--- src/rtl/rs_pkg.sv ---
// Purpose : shared constants, types and helpers for the reservation-station slot manager.
// Latency : n/a (package).
// Backpr. : n/a (package).
package rs_pkg;

    localparam int RS_NUM_SLOTS_DEFAULT   = 8;
    localparam int RS_ALLOC_WIDTH_DEFAULT = 2;

    // Helpers work on a fixed maximum width so any NUM_SLOTS up to 64 can share them.
    localparam int RS_MAX_SLOTS = 64;
    localparam int RS_MAX_IDX_W = 6;

    typedef logic [$clog2(RS_NUM_SLOTS_DEFAULT)-1:0] slot_idx_t;
    typedef logic [RS_MAX_SLOTS-1:0]                 rs_vec_t;
    typedef logic [RS_MAX_IDX_W:0]                   rs_cnt_t;

    function automatic rs_cnt_t rs_popcount(input rs_vec_t v);
        rs_cnt_t cnt;
        cnt = '0;
        for (int i = 0; i < RS_MAX_SLOTS; i++) begin
            cnt = cnt + rs_cnt_t'(v[i]);
        end
        return cnt;
    endfunction

    // Index of the k-th (0-based) clear bit of busy_v, scanning from index 0.
    // Returns 0 when fewer than k+1 free slots exist; callers gate on free count.
    function automatic logic [RS_MAX_IDX_W-1:0] rs_find_kth_free(
        input rs_vec_t busy_v,
        input int      n_slots,
        input int      k
    );
        int                      cnt;
        logic [RS_MAX_IDX_W-1:0] idx;
        cnt = 0;
        idx = '0;
        for (int i = 0; i < RS_MAX_SLOTS; i++) begin
            if ((i < n_slots) && !busy_v[i]) begin
                if (cnt == k) begin
                    idx = RS_MAX_IDX_W'(i);
                end
                cnt = cnt + 1;
            end
        end
        return idx;
    endfunction

endpackage

--- src/rtl/rs_age_matrix.sv ---
// Purpose : age matrix over RS slots; older[i][j]=1 means slot i was allocated before slot j.
//           Ports: alloc_oh (slots written this cycle), busy (registered occupancy),
//           cand (issue candidates), oldest_oh (oldest candidate, one-hot), flush.
// Latency : oldest_oh combinational from state; matrix updates at the next edge.
// Backpr. : none; the owner decides whether the selected slot is actually freed.
module rs_age_matrix
    import rs_pkg::*;
#(
    parameter int NUM_SLOTS = RS_NUM_SLOTS_DEFAULT
) (
    input  logic                 clk,
    input  logic                 rst_n,
    input  logic                 flush,
    input  logic [NUM_SLOTS-1:0] alloc_oh,
    input  logic [NUM_SLOTS-1:0] busy,
    input  logic [NUM_SLOTS-1:0] cand,
    output logic [NUM_SLOTS-1:0] oldest_oh
);

    logic [NUM_SLOTS-1:0][NUM_SLOTS-1:0] r_older;
    logic [NUM_SLOTS-1:0][NUM_SLOTS-1:0] w_older_nxt;

    // A newly allocated column j is younger than every slot already busy and
    // every slot granted to a lower lane this cycle. Lanes take free slots in
    // ascending index order, so "lower lane" is the same as "lower index".
    always_comb begin
        w_older_nxt = r_older;
        for (int i = 0; i < NUM_SLOTS; i++) begin
            for (int j = 0; j < NUM_SLOTS; j++) begin
                if (alloc_oh[j]) begin
                    w_older_nxt[i][j] = busy[i] | (alloc_oh[i] && (i < j));
                end else if (alloc_oh[i]) begin
                    w_older_nxt[i][j] = 1'b0;
                end
            end
        end
    end

    always_ff @(posedge clk or negedge rst_n) begin
        if (!rst_n) begin
            r_older <= '0;
        end else if (flush) begin
            r_older <= '0;
        end else begin
            r_older <= w_older_nxt;
        end
    end

    // A candidate wins when no other candidate is older than it.
    always_comb begin
        oldest_oh = '0;
        for (int i = 0; i < NUM_SLOTS; i++) begin
            logic w_blocked;
            w_blocked = 1'b0;
            for (int j = 0; j < NUM_SLOTS; j++) begin
                if (cand[j] && r_older[j][i]) begin
                    w_blocked = 1'b1;
                end
            end
            oldest_oh[i] = cand[i] & ~w_blocked;
        end
    end

endmodule

--- src/rtl/rs_alloc_issue_ctrl.sv ---
// Purpose : RS slot manager; in-order multi-lane allocation of free slots and
//           oldest-ready issue selection with flush. Ports: alloc_req/gnt/slot,
//           slot_wr, slot_ready, issue_stall/valid/slot, flush, busy + status flags.
// Latency : grants, slot_wr and issue selection same cycle; busy updates one edge later.
// Backpr. : issue_stall holds the selected slot busy; full RS withholds grants.
module rs_alloc_issue_ctrl
    import rs_pkg::*;
#(
    parameter int NUM_SLOTS   = RS_NUM_SLOTS_DEFAULT,
    parameter int ALLOC_WIDTH = RS_ALLOC_WIDTH_DEFAULT,
    parameter int IDX_W       = $clog2(NUM_SLOTS)
) (
    input  logic                              clk,
    input  logic                              rst_n,
    input  logic [ALLOC_WIDTH-1:0]            alloc_req,
    output logic [ALLOC_WIDTH-1:0]            alloc_gnt,
    output logic [ALLOC_WIDTH-1:0][IDX_W-1:0] alloc_slot,
    output logic [NUM_SLOTS-1:0]              slot_wr,
    input  logic [NUM_SLOTS-1:0]              slot_ready,
    input  logic                              issue_stall,
    output logic                              issue_valid,
    output logic [IDX_W-1:0]                  issue_slot,
    input  logic                              flush,
    output logic [NUM_SLOTS-1:0]              busy,
    output logic [IDX_W:0]                    free_count,
    output logic                              rs_full,
    output logic                              rs_empty
);

    localparam int CNT_W = IDX_W + 1;

    logic [NUM_SLOTS-1:0]              r_busy;
    logic [CNT_W-1:0]                  w_free_count;
    logic [ALLOC_WIDTH-1:0]            w_gnt;
    logic [ALLOC_WIDTH-1:0][IDX_W-1:0] w_slot;
    logic [NUM_SLOTS-1:0]              w_wr;
    logic [RS_MAX_IDX_W-1:0]           w_idx;
    logic                              w_chain;
    logic [NUM_SLOTS-1:0]              w_cand;
    logic [NUM_SLOTS-1:0]              w_oldest;
    logic                              w_issue_valid;
    logic [IDX_W-1:0]                  w_issue_slot;
    logic [NUM_SLOTS-1:0]              w_free_oh;

    assign w_free_count = CNT_W'(NUM_SLOTS) - CNT_W'(rs_popcount(rs_vec_t'(r_busy)));

    // Grant chain: a lane is granted only if every lower lane was granted, so a
    // request gap blocks all higher lanes. Lane k takes the k-th free slot.
    // rst_n is folded in so nothing is written while reset is held.
    always_comb begin
        w_gnt   = '0;
        w_slot  = '0;
        w_wr    = '0;
        w_idx   = '0;
        w_chain = 1'b1;
        for (int k = 0; k < ALLOC_WIDTH; k++) begin
            w_idx = rs_find_kth_free(rs_vec_t'(r_busy), NUM_SLOTS, k);
            if (w_chain && alloc_req[k] && (int'(w_free_count) > k) && !flush && rst_n) begin
                w_gnt[k]             = 1'b1;
                w_slot[k]            = IDX_W'(w_idx);
                w_wr[IDX_W'(w_idx)]  = 1'b1;
            end
            w_chain = w_gnt[k];
        end
    end

    assign w_cand        = r_busy & slot_ready;
    assign w_issue_valid = (|w_cand) & ~flush & rst_n;

    rs_age_matrix #(
        .NUM_SLOTS (NUM_SLOTS)
    ) u_age (
        .clk       (clk),
        .rst_n     (rst_n),
        .flush     (flush),
        .alloc_oh  (w_wr),
        .busy      (r_busy),
        .cand      (w_cand),
        .oldest_oh (w_oldest)
    );

    // One-hot to index; w_oldest has at most one bit set.
    always_comb begin
        w_issue_slot = '0;
        for (int i = 0; i < NUM_SLOTS; i++) begin
            if (w_oldest[i]) begin
                w_issue_slot = w_issue_slot | IDX_W'(i);
            end
        end
    end

    assign w_free_oh = (w_issue_valid && !issue_stall) ? w_oldest : '0;

    // Allocation only targets non-busy slots, so set and clear never collide.
    always_ff @(posedge clk or negedge rst_n) begin
        if (!rst_n) begin
            r_busy <= '0;
        end else if (flush) begin
            r_busy <= '0;
        end else begin
            r_busy <= (r_busy & ~w_free_oh) | w_wr;
        end
    end

    assign alloc_gnt   = w_gnt;
    assign alloc_slot  = w_slot;
    assign slot_wr     = w_wr;
    assign issue_valid = w_issue_valid;
    assign issue_slot  = w_issue_slot;
    assign busy        = r_busy;
    assign free_count  = w_free_count;
    assign rs_full     = &r_busy;
    assign rs_empty    = ~|r_busy;

endmodule

--- config.mk ---
export PLATFORM = sky130hd
export DESIGN_NAME = rs_alloc_issue_ctrl
export DESIGN_NICKNAME = d
export VERILOG_FILES = /design/src/rtl/rs_pkg.sv /design/src/rtl/rs_age_matrix.sv /design/src/rtl/rs_alloc_issue_ctrl.sv
export SDC_FILE = /design/constraint.sdc
export NUM_CORES = 1
export LEC_CHECK = 0
export ABC_AREA = 1
export CORE_MARGIN = 2
export CORE_UTILIZATION = 50
export CTS_CLUSTER_DIAMETER = 30
export DETAILED_ROUTE_END_ITERATION = 16
export GPL_TIMING_DRIVEN = 1
export HOLD_SLACK_MARGIN = 0.02
export PLACE_DENSITY_LB_ADDON = 0.2
export SETUP_SLACK_MARGIN = 0.1
export SLEW_MARGIN = 5
export SYNTH_ARGS = -nofsm -noshare
export SYNTH_HDL_FRONTEND = slang
export SYNTH_SLANG_ARGS = --single-unit
export TNS_END_PERCENT = 5
--- constraint.sdc ---
create_clock -name clk -period 5.33 [get_ports clk]
set_clock_uncertainty 0.05 [all_clocks]
set_input_delay 1.066 -clock clk [delete_from_list [all_inputs] [get_ports clk]]
set_output_delay 1.066 -clock clk [all_outputs]
set_load 0.05 [all_outputs]
==> results.toml, run 1 <==
[sta]
finalCriticalPeriod_ns = 5.27
slew_violations = 0
tightest_slew_ns = 0.882
relSlewSlack_pct = 41.2
tns_ns = 0
finalHoldViolations = 0
rsz0062_at_grt = "yes"
setup_violations = 0
layout_setup_ws_ns = 0.0573
max_freq_ghz = 0.190
fin_crit_sh_pct = 98.9

[critical_path]
crit_required_ns = 4.21
critical_path_class = "reg2out"
crit_top_cell = "nand2_2"
worst-path-max-fanout = 5
cpPeakStageDelay_ns = 0.45
endpoint_kind = "output pin"
critPathLaunchType = "flop"
critPathSlowestCell = "dfrtp_2"
crit_arrival_ns = 4.16

[grt]
grtUsageMet1_pct = 40.0
antenna_found_initial = 0
met3_usage_pct = 6.38
busiest_layer = "met2"
use_met2_pct = 51.8
grt_pass1_vias = 4805
grt_pass1_wl_um = 25100
overflow = 0
grt_max_degree = 70
track_usage_pct = 31.8

[logic_synthesis]
synth_area_leaders = "dfrtp_1 37%, nand2_1 15%, nand3_1 7.2%"
netlist_area_um2 = 4930
yosysSeqAreaShare_pct = 36.5
synth_top_area_share_pct = 36.5
synth_warnings = 0
synth_nets = 679
synth_cell_types = 39
syn_area_per_cell_um2 = 7.74
ys_ff_latch = 72
yosys.area.top_type = "dfrtp_1"
syn_inst = 637

[layout]
layout_common_cells = "190 x nand2_1, 68 x nand3_1, 65 x dfrtp_1, 45 x inv_1, 39 x buf_4"
final_layout_size_suffix_gt1_share_pct = 28.4
nets = 758
fin_util_pct = 65.0
layout_commonest_cell = "nand2_1"
area_growth_pct = 27.6
n_antenna_cell = 0

[drt]
route.vias.total = 4900
wl_um = 16000
drcViolationCount = 0
vias_per_cell = 5.74
wl_per_cell_um = 18.8
drt-pass1-iter-count = 5
drt_iter0_markers = 457
ant_nets = 0

[place]
place_congestion = 0.958
pre_cts_slack_ns = 0.0502
hpwl_um = 11300
io_buffers = 47

[floorplan]
die_area_um2 = 10700
die_h_um = 103
row_count = 36
io_pins = 48
core-area_um2 = 9680
start_util_pct = 50.9
die_w_um = 103

[clocking]
clkTransAtPathRegs_ns = 0.08
cts.sinks = 72
tritoncts = "yes"
cts_buffers = 9
clk_latency_ns = 0.36
cts.path.max_buffers = 2
cts_root_buffer = "clkbuf_8"
h-tree-depth = 3
cts_hold_buf = 0

[min_path]
holdCritPathClass = "reg2reg"

[outcome]
status = "finished, final reports clean"

[flow_run]
cap_viol_max_count = 0
-- final timing paths --
| check | startpoint | end | slack, ns | cells after the start |
|---|---|---|---|---|
| setup / recovery | busy[0] | slot_wr[1] | 0.06 | 29 |
| hold reg to reg | u_age.r_older[31] | u_age.r_older[31] | 0.46 | 2 |
| min in group asynchronous | rst_n | u_age.r_older[16] | 0.48 | 1 |
| max in group asynchronous | rst_n | busy[5] | 3.58 | 2 |
| hold / removal | u_age.r_older[31] | u_age.r_older[31] | 0.46 | 2 |
| setup reg to reg | busy[1] | u_age.r_older[55] | 0.77 | 24 |
-- cell families after synthesis --
group | share of synthesized area [%]
AND/OR/NAND/NOR | 38.9
AO/OA/AOI/OAI | 8.60
adder cells (fa/ha/maj) | 7.72
flip-flops | 36.5
buffers and inverters | 8.22
-- synthesized netlist by cell type (all sizes together) --
cell and count:
nand2 226, nand3 96, dfrtp 72, inv 69, nor2 33, o21ai 28, ha 24, a21oi 15
nand4 15, buf 13, a221oi 9, clkbuf 7, a211oi 6, nor3 5, fa 4, nor3b 3
or2 3, nand3b 2, a22o 1, a32o 1, and3 1, clkinv 1, o2111ai 1, o211a 1
o22ai 1
-- per-layer routing --
layer	up-vias	wire, um
li1	2254	-
met1	2352	6250
met2	232	7730
met3	62	1270
met4	0	784
met5	-	0
-- layout make-up --
| type | instances | area, um^2 |
|---|---|---|
| clock buffers | 14 | 163 |
| clock inverters | 2 | 37.5 |
| fillers | 851 | 3390 |
| inverters | 70 | 277 |
| multi-input cells | 477 | 2930 |
| flip-flops and latches | 72 | 1810 |
| well taps | 133 | 166 |
| repair buffers | 86 | 911 |
-- sequential cells by signal, summed over array words and instances, names as in the netlist --
name,count
u_age.r_older,64
busy,8
-- critical path: cells and delay by family (launching register included) --
family	cells	cell delay, ns
buffers and inverters	7	0.45
adder cells (fa/ha/maj)	5	1.05
AND/OR/NAND/NOR	16	1.57
AO/OA/AOI/OAI	1	0.28
flip-flops	1	0.45
-- metrics by stage --
step | cells | hold slack, ns | area (um^2)
final | 854 | 0.456 | 6290
after global routing | 854 | 0.462 | 6290
after CTS | 852 | 0.454 | 6220
after detailed placement | 820 | 0.437 | 5850
after global placement | 820 | 0.429 | 5850
after floorplan | 637 | 0.407 | 5030
-- repair_timing --
| item | CTS | global route |
|---|---|---|
| cloned | 2 | 0 |
| endpoints found under the hold margin | 0 | 0 |
| resized for setup | 13 | 16 |
| endpoints found under the setup margin | 14 | 15 |
| pin swaps | 18 | 17 |
| buffers inserted | 14 | 2 |
Power of run 1 is left out: the tool's default activity adds up to more than one toggle a clock period on the data nets, which glitch-free logic cannot reach.
==> inputs of run 2 (changes only) <==
--- a/config.mk
+++ b/config.mk
@@ -6,6 +6,7 @@
 export NUM_CORES = 1
 export LEC_CHECK = 0
 export ABC_AREA = 1
+export ABC_CLOCK_PERIOD_IN_PS = 5330
 export CORE_MARGIN = 2
 export CORE_UTILIZATION = 50
 export CTS_CLUSTER_DIAMETER = 30
==> results of run 2 <==
The final DEF is identical to that of run 1; final timing and power are the same.
Power of run 2 is left out for the same reason.
